File: src/rtl/keypad_pkg.sv
// keypad_pkg: shared types, constants and helpers for the 4x4 keypad scanner.
//   state_t        - accept FSM states
//   COL_INIT       - column drive after reset (column 0 active, active-low)
//   popcount16     - number of set bits in a 16-bit frame snapshot
//   onehot_to_code - converts a one-hot snapshot into a key code
package keypad_pkg;

  typedef enum logic {IDLE, PRESSED} state_t;

  localparam logic [3:0] COL_INIT = 4'b1110;

  function automatic logic [4:0] popcount16(input logic [15:0] v);
    logic [4:0] n;
    n = '0;
    for (int i = 0; i < 16; i++) n = n + 5'(v[i]);
    return n;
  endfunction

  // Snapshot bits are laid out column-major (bit = col*4 + row) because a
  // whole column of rows is captured at once. Key codes are row-major
  // (row*4 + col), so the two index fields are swapped on the way out.
  function automatic logic [3:0] onehot_to_code(input logic [15:0] v);
    logic [3:0] code;
    logic [3:0] bit_idx;
    code = '0;
    for (int i = 0; i < 16; i++) begin
      bit_idx = 4'(i);
      if (v[i]) code = {bit_idx[1:0], bit_idx[3:2]};
    end
    return code;
  endfunction

endpackage

File: src/rtl/keypad_col_scan.sv
// keypad_col_scan: column scanner and frame assembler.
//   clk, rst    - system clock, synchronous active-high reset
//   row         - raw active-low keypad rows (asynchronous)
//   col         - active-low column drive, one bit low at a time
//   snapshot    - full 16-bit frame (1 = pressed), valid while frame_done
//   frame_done  - strobe on the last cycle of column 3's slot
module keypad_col_scan
  import keypad_pkg::*;
#(
  parameter int SCAN_DIV = 1000
) (
  input  logic        clk,
  input  logic        rst,
  input  logic [3:0]  row,
  output logic [3:0]  col,
  output logic [15:0] snapshot,
  output logic        frame_done
);

  localparam int CW = $clog2(SCAN_DIV);

  logic [CW-1:0] slot_cnt;
  logic [1:0]    col_idx;
  logic [3:0]    row_s1, row_s2;
  logic [11:0]   frame_buf;
  logic          slot_end;

  assign slot_end   = (slot_cnt == CW'(SCAN_DIV - 1));
  assign frame_done = slot_end && (col_idx == 2'd3);
  // Column 3 is never stored: it is taken straight from the synchronizer
  // on the frame-end cycle so the frame is complete exactly at frame_done.
  assign snapshot   = {~row_s2, frame_buf};

  always_ff @(posedge clk) begin
    if (rst) begin
      slot_cnt  <= '0;
      col       <= COL_INIT;
      col_idx   <= '0;
      row_s1    <= '0;
      row_s2    <= '0;
      frame_buf <= '0;
    end else begin
      row_s1 <= row;
      row_s2 <= row_s1;
      if (slot_end) begin
        slot_cnt <= '0;
        col      <= {col[2:0], col[3]};
        col_idx  <= col_idx + 2'd1;
        // Sampling at slot end leaves at least two cycles for the new
        // column's rows to settle through the synchronizer.
        case (col_idx)
          2'd0:    frame_buf[3:0]  <= ~row_s2;
          2'd1:    frame_buf[7:4]  <= ~row_s2;
          2'd2:    frame_buf[11:8] <= ~row_s2;
          default: ;
        endcase
      end else begin
        slot_cnt <= slot_cnt + CW'(1);
      end
    end
  end

endmodule

File: src/rtl/keypad_scanner.sv
// keypad_scanner: 4x4 matrix keypad scanner with frame-level debounce.
//   CLK, RST   - system clock, synchronous active-high reset
//   Row        - active-low keypad rows (external pull-ups, asynchronous)
//   Col        - active-low column drive
//   Key_code   - last accepted key (row*4 + col), held until next accept
//   Key_valid  - one-cycle strobe on accept
//   Key_held   - high while a key is accepted and not yet released
module keypad_scanner
  import keypad_pkg::*;
#(
  parameter int SCAN_DIV     = 1000,
  parameter int DEBOUNCE_CNT = 4
) (
  input  logic       CLK,
  input  logic       RST,
  input  logic [3:0] Row,
  output logic [3:0] Col,
  output logic [3:0] Key_code,
  output logic       Key_valid,
  output logic       Key_held
);

  localparam int              SW         = $clog2(DEBOUNCE_CNT + 1);
  localparam logic [SW-1:0]   STABLE_MAX = SW'(DEBOUNCE_CNT);

  logic [15:0]   snapshot, prev_snap;
  logic          frame_done, eval_q, stable_ok;
  logic [SW-1:0] stable_cnt;
  state_t        state, next_state;
  logic [3:0]    code_d;
  logic          valid_d;

  keypad_col_scan #(.SCAN_DIV(SCAN_DIV)) u_scan (
    .clk        (CLK),
    .rst        (RST),
    .row        (Row),
    .col        (Col),
    .snapshot   (snapshot),
    .frame_done (frame_done)
  );

  // Debounce: counts consecutive identical frames. The FSM acts one cycle
  // later (eval_q) when prev_snap holds the frame just evaluated.
  always_ff @(posedge CLK) begin
    if (RST) begin
      prev_snap  <= '0;
      stable_cnt <= '0;
      eval_q     <= 1'b0;
      state      <= IDLE;
      Key_code   <= '0;
      Key_valid  <= 1'b0;
    end else begin
      eval_q <= frame_done;
      if (frame_done) begin
        prev_snap <= snapshot;
        if (snapshot == prev_snap) begin
          if (stable_cnt != STABLE_MAX) stable_cnt <= stable_cnt + SW'(1);
        end else begin
          stable_cnt <= '0;
        end
      end
      state     <= next_state;
      Key_code  <= code_d;
      Key_valid <= valid_d;
    end
  end

  assign stable_ok = eval_q && (stable_cnt == STABLE_MAX);
  assign Key_held  = (state == PRESSED);

  always_comb begin
    next_state = state;
    code_d     = Key_code;
    valid_d    = 1'b0;
    case (state)
      IDLE: begin
        // Zero or multiple bits (ghosting) never produce an accept.
        if (stable_ok && popcount16(prev_snap) == 5'd1) begin
          code_d     = onehot_to_code(prev_snap);
          valid_d    = 1'b1;
          next_state = PRESSED;
        end
      end
      PRESSED: begin
        // Only a stable all-released frame leaves; no auto-repeat.
        if (stable_ok && prev_snap == '0) next_state = IDLE;
      end
      default: next_state = IDLE;
    endcase
  end

endmodule

File: config.mk
export PLATFORM = sky130hd
export DESIGN_NAME = keypad_scanner
export DESIGN_NICKNAME = d
export VERILOG_FILES = /design/src/rtl/keypad_pkg.sv /design/src/rtl/keypad_col_scan.sv /design/src/rtl/keypad_scanner.sv
export SDC_FILE = /design/constraint.sdc
export NUM_CORES = 1
export LEC_CHECK = 0
export ABC_AREA = 1
export CELL_PAD_IN_SITES_DETAIL_PLACEMENT = 1
export CELL_PAD_IN_SITES_GLOBAL_PLACEMENT = 2
export CORE_MARGIN = 2
export CORE_UTILIZATION = 38
export DETAILED_ROUTE_END_ITERATION = 6
export HOLD_SLACK_MARGIN = 0.1
export PLACE_DENSITY_LB_ADDON = 0.1
export SYNTH_ARGS = -nofsm -noshare
export SYNTH_HDL_FRONTEND = slang
export SYNTH_SLANG_ARGS = --single-unit
File: constraint.sdc
create_clock -name CLK -period 9.84 [get_ports CLK]
set_input_delay 1.968 -clock CLK [delete_from_list [all_inputs] [get_ports CLK]]
set_output_delay 1.968 -clock CLK [all_outputs]
set_load 0.02 [all_outputs]
# After elaboration in Yosys (flattened, before gate mapping)
# Cells that the tools add are included.
classes:
  addsub: 18
  n_eq_ne: 9
  mux: 20
  bitwise: 2
  reduce_logical: 13
ops:
  columns: ["op", "count"]
  rows:
  - ["$mux 4", 14]
  - ["$add 5x1->5", 11]
  - ["$eq 16x16->1", 1]
  - ["$logic_not 16->1", 1]
  - ["$add 10x1->10 const B", 1]
  - ["$eq 10x10->1 const B", 1]
  - ["$reduce_and 2->1", 5]
  - ["$mux 3", 3]
  - ["$add 4x1->5", 1]
  - ["$eq 5x1->1 const B", 1]
  - ["$add 3x1->4", 1]
  - ["$eq 2x2->1 const B", 2]
  - ["$logic_and 1x1->1", 4]
  - ["$not 4->4", 1]
  - ["$reduce_or 2->1", 2]
  - ["$add 2x1->3", 1]
  - ["$add 3x1->3 const B", 1]
  - ["$eq 3x3->1 const B", 1]
  - ["$ne 3x3->1 const B", 1]
  - ["$add 1x1->2", 1]
  - ["$add 2x1->2 const B", 1]
  - ["$eq 2x1->1 const B", 1]
  - ["$logic_not 2->1", 1]
  - ["$mux 1", 2]
  - ["other kinds (3)", 3]
totals:
  ff_bits: 62
  in_bits: 6
  out_inout_bits: 10
  word_cells: 76

# Depth between registers and ports, before layout
# Gate-level depths: netlist of the first run.
logic_depth:
  ltp_word: 19
  depth_mapped: 17
  depth_no_buf: 17

# Cells and area by module
# Synthesis of the first run repeated with hierarchy kept, for this count alone.
hier_totals:
  cells_unflattened: 447
  hier_area_um2: 3303.2
modules_own_cells:
  columns: ["mod", "n_inst", "cells_each", "area_each_um2", "seq_area_each_um2"]
  rows:
  - ["keypad_scanner", 1, 239, 1749.2, 520.5]
  - ["keypad_col_scan", 1, 208, 1554.0, 720.7]

# Least setup slack after synthesis of the first run
# No wires, ideal clock.
synth_timing:
  path_type: "reg-to-reg"
  from: "register prev_snap[5]"
  to: "register Key_code[2]"
  arrival_time_ns: 3.807
  required_ns: 9.721
  slack_ns: 5.914
  stages_incl_launch_ff: 17
  synth_period_minus_slack_ns: 3.926
  cell_sequence: "dfxtp_1 -> inv_1 -> fa_1 -> inv_1 -> fa_1 -> fa_1 -> inv_1 -> fa_1 -> inv_1 -> ha_1 -> fa_1 -> nor2_1 -> nor3b_1 -> and3_1 -> inv_1 -> nor2_1 -> a21oi_1"
synth_via:
  elab_chain_cells: 14
  word_cells_on_any_way: 25
  classes_between: "11 x add/sub; 1 x eq/ne; 11 x mux; 2 x reduce/logical"
synth_lines:
  columns: ["element", "line", "text"]
  rows:
  - ["from (decl)", "keypad_scanner.sv:26", "logic [15:0] snapshot, prev_snap;"]
  - ["from (signal assigned)", "keypad_scanner.sv:55", "prev_snap <= snapshot;"]
  - ["$add 5x1->5 (11 in series)", "keypad_pkg.sv:15", "for (int i = 0; i < 16; i++) n = n + 5'(v[i]);"]
  - ["$eq 5x1->1", "keypad_scanner.sv:78", "if (stable_ok && popcount16(prev_snap) == 5'd1) begin"]
  - ["$logic_and 1x1->1", "keypad_scanner.sv:78", null]
  - ["$reduce_and 2->1 (no source line)", null, null]
  - ["to (signal assigned)", "keypad_scanner.sv:63", "Key_code <= code_d;"]
  - ["to (decl)", "keypad_scanner.sv:18", "output logic [3:0] Key_code,"]
# Several ways; a longest one is shown, not always the timed one.
# A chain may end at the register's enable or synchronous reset.

# Final worst setup path of the first run
# Ends and elaborated chain as after synthesis.

==> run metrics, run 1 <==
status=completed; leakage=1.60 nW; Net Count, Synth=414; Hold Vio Cnt, Final=0; design area=3530 um^2; Layout area overhead=15.4%; FP Rows=32; post-route antenna net violation count=0; final RePlAce weighted congestion=0.773; setup TNS=0 ns; startpoint class of the critical path=flop; Worst R2R End=Key_code[2]; CTS root buf=clkbuf_8; FF-to-FF path depth=16; final setup vio count=0; dpl cell area=3300 um^2; Final Cycle Share=43.6%; crit end category=flop; Hold WC Path Type=reg -> reg; largest net degree at the start of global routing=40; CP max FO=6; minimum clock period after layout=4.29 ns; unrepaired setup endpoints after global routing=no; DRT iter0 DRCs=59; mean post-synth cell area=7.95 um^2; placed wire-length estimate=5.34 mm; Clock transition at path regs=0.07 ns; TritonCTS Buffers=9; CTS H-tree lvls=3; Ant. Diodes=0; Clock Skew=0.0125 ns; hold buffers post-CTS=0; Clock Latency Late Sink=0.35 ns; relative max-transition margin=29.2%; PwrDens=149 nW/um^2; Max Cap Viol=0; worst-case clock buffer depth=2; critical path class=reg -> reg; DR pass1 iterations=4; Final Slew Violations=0; TritonCTS clock tree=done; Mapped Area=3060 um^2; sequential area share after synthesis=40.6%; vias post-DR=2482; grt total ovfl=0; core area=7770 um^2; total power=0.527 mW; Mapped Cells=385; CTS resizes=0; Reg2Reg Launch Point=prev_snap[5]; Synthesis Warnings=0; fmax=0.233 GHz; routed len/inst=14.0 um; # port buffers=15; flops & latches, synth=62; DR vias/cell=4.88; layout cells sized above 1=9.09%; worst endpoint data arrival time=4.51 ns; die width=93.7 um; Synth cell types=36; initial core utilization=39.4%; first-pass GRT wire length=12.2 mm; CP endpoint=Key_code[2]; r2r setup slk=5.55 ns; Peak supply drop=0.0000835 V; clock sink total=62; initial antenna violation count=0; drt total wl=7.10 mm; nets@finish=431; Die ar.=8780 um^2; residual DRC count=0; chip height=93.7 um; WP data required=10.06 ns; worst-margin pin slew=1.06 ns; crit path from=prev_snap[5]; GRT Total Usage=18.3%; I/O pins=16; vias in the first global route=2542; final cell utilization of the core=45.4%; setup bufs post-CTS=0
-- synth_stat cells --
library cell / instances / area (um^2)
buf_2: 2 / 10.0
nand3_1: 4 / 20.0
nor2_2: 3 / 18.8
nor3_2: 2 / 20.0
o211ai_1: 1 / 7.51
a211o_1: 1 / 8.76
nand2_1: 46 / 173
xnor2_1: 1 / 8.76
xor2_1: 14 / 123
ha_1: 13 / 163
buf_4: 1 / 7.51
o21ai_0: 19 / 95.1
dfxtp_1: 62 / 1240
a21oi_2: 1 / 8.76
and3_1: 1 / 6.26
nand4_1: 7 / 43.8
a21oi_1: 37 / 185
nor2_4: 1 / 11.3
a21o_1: 1 / 7.51
nor3_1: 13 / 65.1
clkbuf_1: 6 / 22.5
nand4_2: 2 / 25.0
nand3_2: 2 / 20.0
nor3b_2: 1 / 12.5
inv_1: 60 / 225
nand2_2: 2 / 12.5
a31oi_1: 1 / 6.26
clkinv_1: 1 / 3.75
nor3b_1: 2 / 15.0
o21ai_1: 18 / 90.1
o311ai_0: 1 / 8.76
fa_1: 10 / 200
o21a_1: 2 / 15.0
nor2_1: 38 / 143
nor4_1: 1 / 6.26
inv_2: 8 / 30.0
-- area by class of cell --
| type | count | area, um^2 |
|---|---|---|
| inverters | 69 | 259 |
| multi-input cells | 245 | 1520 |
| fillers | 979 | 4240 |
| clock buffers | 12 | 155 |
| flip-flops and latches | 62 | 1240 |
| well taps | 102 | 128 |
| repair buffers | 15 | 150 |
| clock inverters | 4 | 77.6 |
-- registers in the layout, indices dropped and copies added, names as in the netlist --
| register | cells |
|---|---|
| Key_held | 1 |
| prev_snap | 16 |
| u_scan.col_idx | 2 |
| Key_valid | 1 |
| u_scan.frame_buf | 12 |
| u_scan.slot_cnt | 10 |
| u_scan.col | 4 |
| Key_code | 4 |
| eval_q | 1 |
| u_scan.row_s2 | 4 |
| u_scan.row_s1 | 4 |
| stable_cnt | 3 |
-- layout by cell type (no fill, tap or decap), types with 13 or more instances in the layout --
cell / count
dfxtp_1: 62
clkdlybuf4s50_1: 15
xor2_1: 14
a21oi_1: 37
nand2_1: 46
o21ai_0: 19
inv_1: 60
o21ai_1: 18
nor3_1: 13
nor2_1: 38
ha_1: 13
-- critical path, stage by stage, from the launching register on --
cell and delay (ns):
dfxtp_1 0.37, inv_1 0.11, fa_1 0.54, inv_1 0.05, fa_1 0.46, fa_1 0.51, inv_1 0.05, fa_1 0.47
inv_1 0.04, ha_1 0.20, fa_1 0.44, nor2_1 0.15, nor3b_1 0.18, and3_1 0.32, inv_1 0.12, nor2_1 0.11
a21oi_1 0.08
-- power breakdown --
part | internal, mW | switching (mW) | total [mW]
registers | 0.253 | 0.00224 | 0.256
clock network | 0.158 | 0.102 | 0.260
logic | 0.00463 | 0.00725 | 0.0119
-- layer usage --
layer / vias up / GRT usage, % / wire [um]
met1: 1176 / 23.3 / 3380
met2: 24 / 29.9 / 3420
met4: 0 / 8.33 / 146
li1: 1270 / - / -
met5: - / 0 / 0
met3: 12 / 3.45 / 155
-- metrics by stage --
stage	instances	hold slack [ns]	setup slack, ns
global placement	493	0.393	5.24
finish	509	0.400	5.55
CTS	509	0.405	5.52
detailed placement	493	0.399	5.23
global route	509	0.426	5.28
floorplan	385	0.388	5.91
-- worst min path at each step --
stage          slack, ns          endpoint        startpoint  cells past startpoint
5_1_grt             0.43  u_scan.row_s2[1]  u_scan.row_s1[1]                      2
6_report            0.40  u_scan.row_s2[3]  u_scan.row_s1[3]                      2
3_3_place_gp        0.39  u_scan.row_s2[0]  u_scan.row_s1[0]                      2
3_5_place_dp        0.40  u_scan.row_s2[2]  u_scan.row_s1[2]                      2
2_1_floorplan       0.39  u_scan.row_s2[0]  u_scan.row_s1[0]                      2
4_1_cts             0.40  u_scan.row_s2[3]  u_scan.row_s1[3]                      2
-- cell families after synthesis --
logic type / after synthesis / synth area share [%]
flip-flops: 62 / 40.6
adder cells (fa/ha/maj): 23 / 11.9
AO/OA/AOI/OAI: 82 / 14.2
buffers and inverters: 78 / 9.78
AND/OR/NAND/NOR: 125 / 19.3
XOR/XNOR: 15 / 4.29
No activity file was read; power rests on OpenSTA's default activity.
==> inputs of run 2 (changes only) <==
--- a/config.mk
+++ b/config.mk
@@ -9,7 +9,7 @@
 export CELL_PAD_IN_SITES_DETAIL_PLACEMENT = 1
 export CELL_PAD_IN_SITES_GLOBAL_PLACEMENT = 2
 export CORE_MARGIN = 2
-export CORE_UTILIZATION = 38
+export CORE_UTILIZATION = 32
 export DETAILED_ROUTE_END_ITERATION = 6
 export HOLD_SLACK_MARGIN = 0.1
 export PLACE_DENSITY_LB_ADDON = 0.1
==> constraint.sdc (replaced) <==
create_clock -name CLK -period 3.8 [get_ports CLK]
set_input_delay 0.76 -clock CLK [delete_from_list [all_inputs] [get_ports CLK]]
set_output_delay 0.76 -clock CLK [all_outputs]
set_load 0.02 [all_outputs]
==> run 2 against run 1 <==
Net effect:
- the flow now finishes with violations (setup timing)
- cell count up 9.0%
- routed wire length up 9.7%
- maximum frequency up 8.8%
- via count up 3.7%
- core utilization down 5.0 points
- hold slack better by 0.0076 ns
- sequential share of layout area down 1.9 points
- sequential power rose to 2.6 times the previous value
- largest cell class unchanged
- largest power group unchanged
==> run metrics, run 2 (synthesis results as in run 1) <==
status=finished with violations; failing checks=setup timing; worst-case clock buffer depth=2 (unchanged); Peak supply drop=0.000138 V (+65%); DRT iter0 DRCs=63 (+6.8%); crit end category=flop; crit path from=prev_snap[11]; Layout area overhead=22.2%; Clock transition at path regs=0.08 ns (about the same); FP Rows=35 (+9.4%); vias post-DR=2574 (+3.7%); residual DRC count=0 (unchanged); final cell utilization of the core=40.5% (-5.0 points); Hold Vio Cnt, Final=0 (unchanged); layout cells sized above 1=16.2% (+7.1 points); largest net degree at the start of global routing=24 (-40%); die width=102 um (+8.6%); CTS H-tree lvls=3 (unchanged); Hold WC Path Type=reg -> reg; commonest non-fill, non-tap cell in the layout=dfxtp_1; startpoint class of the critical path=flop; Clock Latency Late Sink=0.35 ns (about the same); DR pass1 iterations=4 (unchanged); worst endpoint data arrival time=4.23 ns (-0.28 ns); WP data required=4.09 ns (-5.97 ns); leading cell types in the layout, fill and taps excluded=dfxtp_1, inv_1, nand2_1; DR vias/cell=4.64 (-4.9%); Final Cycle Share=104% (+60 points); CP max FO=6 (unchanged); grt total ovfl=0 (unchanged); critical path class=reg -> reg; Max Cap Viol=0 (unchanged); nets@finish=450 (+4.4%); hold_ws=0.408 ns (+0.00763 ns); total power=1.43 mW (+170%); Largest regs=prev_snap x16, u_scan.frame_buf x12, u_scan.slot_cnt x10; Clock Skew=0.00842 ns (-0.00411 ns); Ant. Diodes=0 (unchanged); I/O pins=16 (unchanged); initial antenna violation count=0 (unchanged); Hold Crit Start=u_scan.row_s1[0]; relative max-transition margin=51.7% (+23 points); # port buffers=15 (unchanged); TritonCTS clock tree=done; first-pass GRT wire length=13.4 mm (+9.8%); Placement Setup Slack=-0.199 ns (-5.43 ns); drt total wl=7.79 mm (+9.7%); chip height=102 um (+8.6%); leakage=1.70 nW (+6.4%); vias in the first global route=2618 (+3.0%); Reg2Reg Launch Point=prev_snap[11]; Die ar.=10400 um^2 (+18%); unrepaired setup endpoints after global routing=yes; TritonCTS Buffers=9 (unchanged); largest reg by FF count=prev_snap; max reg flops=16 (unchanged); Final Slew Violations=0 (unchanged); clock sink total=62 (unchanged); placed wire-length estimate=5.91 mm (+11%); core area=9240 um^2 (+19%); minimum clock period after layout=3.94 ns (-0.348 ns); post-route antenna net violation count=0 (unchanged); final RePlAce weighted congestion=0.762 (-1.4%); fmax=0.254 GHz (+8.8%); PnR worst setup slack=-0.143 ns (-5.69 ns); routed len/inst=14.0 um (+0.61%); CTS root buf=clkbuf_8; GRT Total Usage=17.2% (-1.1 points); worst-margin pin slew=0.723 ns (-0.338 ns); initial core utilization=33.1% (-6.3 points); final setup vio count=5 (+5); PwrDens=383 nW/um^2 (+160%)
-- run 2: cell count changes in the layout (fill, tap and decap cells not counted), sizes merged --
cell,before,now
buf,0,19
clkbuf,12,9
bufinv,2,3
clkinv,2,4
-- run 2: worst max-delay path, cell delays in order, from the launching register on --
cell and delay, ns:
dfxtp_2 0.33, fa_1 0.53, inv_1 0.05, fa_1 0.49, inv_2 0.04, fa_1 0.49, inv_1 0.05, fa_1 0.47
inv_1 0.05, ha_2 0.17, fa_1 0.45, nor2_2 0.13, nor3b_2 0.17, and3_4 0.24, o21ai_1 0.07, a21oi_1 0.16
-- run 2: final timing paths --
| kind | endpoint | slack (ns) | cells after the start |
|---|---|---|---|
| worst max-delay path | Key_code[3] | -0.14 | 15 |
| worst min register to register | u_scan.row_s2[0] | 0.41 | 2 |
| worst max register to register | Key_code[3] | -0.14 | 15 |
| worst min-delay path | u_scan.row_s2[0] | 0.41 | 2 |
-- run 2: power breakdown --
part           internal, mW  switching, mW  leakage, nW
registers             0.656        0.00582        0.503
logic                0.0132         0.0200         1.07
clock network         0.439          0.300        0.124
total                  1.11          0.326         1.70
-- run 2: area by class of cell --
type / instances / area (um^2)
clock buffer: 9 / 124
multi-input combinational: 245 / 1540
inverter: 69 / 259
timing repair buffer: 34 / 293
fill: 1140 / 5500
tap: 129 / 161
sequential: 62 / 1240
clock inverter: 7 / 121
-- run 2: repair_timing --
| item | CTS | global route |
|---|---|---|
| endpoints found under the hold margin | 0 | 0 |
| pin swaps | 3 | 2 |
| gates resized for setup | 1 | 6 |
| setup buffers | 1 | 1 |
| setup endpoints to repair | 6 | 6 |
| hold buffers | 0 | 0 |
-- run 2: stage by stage --
stage,setup TNS [ns],instance area [um^2],std cells
4_1_cts,-0.686,3730,554
3_3_place_gp,-0.306,3470,537
6_report,-0.549,3740,555
3_5_place_dp,-0.800,3470,537
5_1_grt,-1.79,3740,555
2_1_floorplan,0,3080,385
-- run 2: layer usage --
layer	track usage, %	share of wire (%)	wire length, um	up-vias
met4	6.24	1.5	119	0
li1	-	-	-	1306
met2	26.1	44	3460	22
met5	0	0	0	-
met1	24.0	52	4060	1236
met3	3.59	1.9	150	10
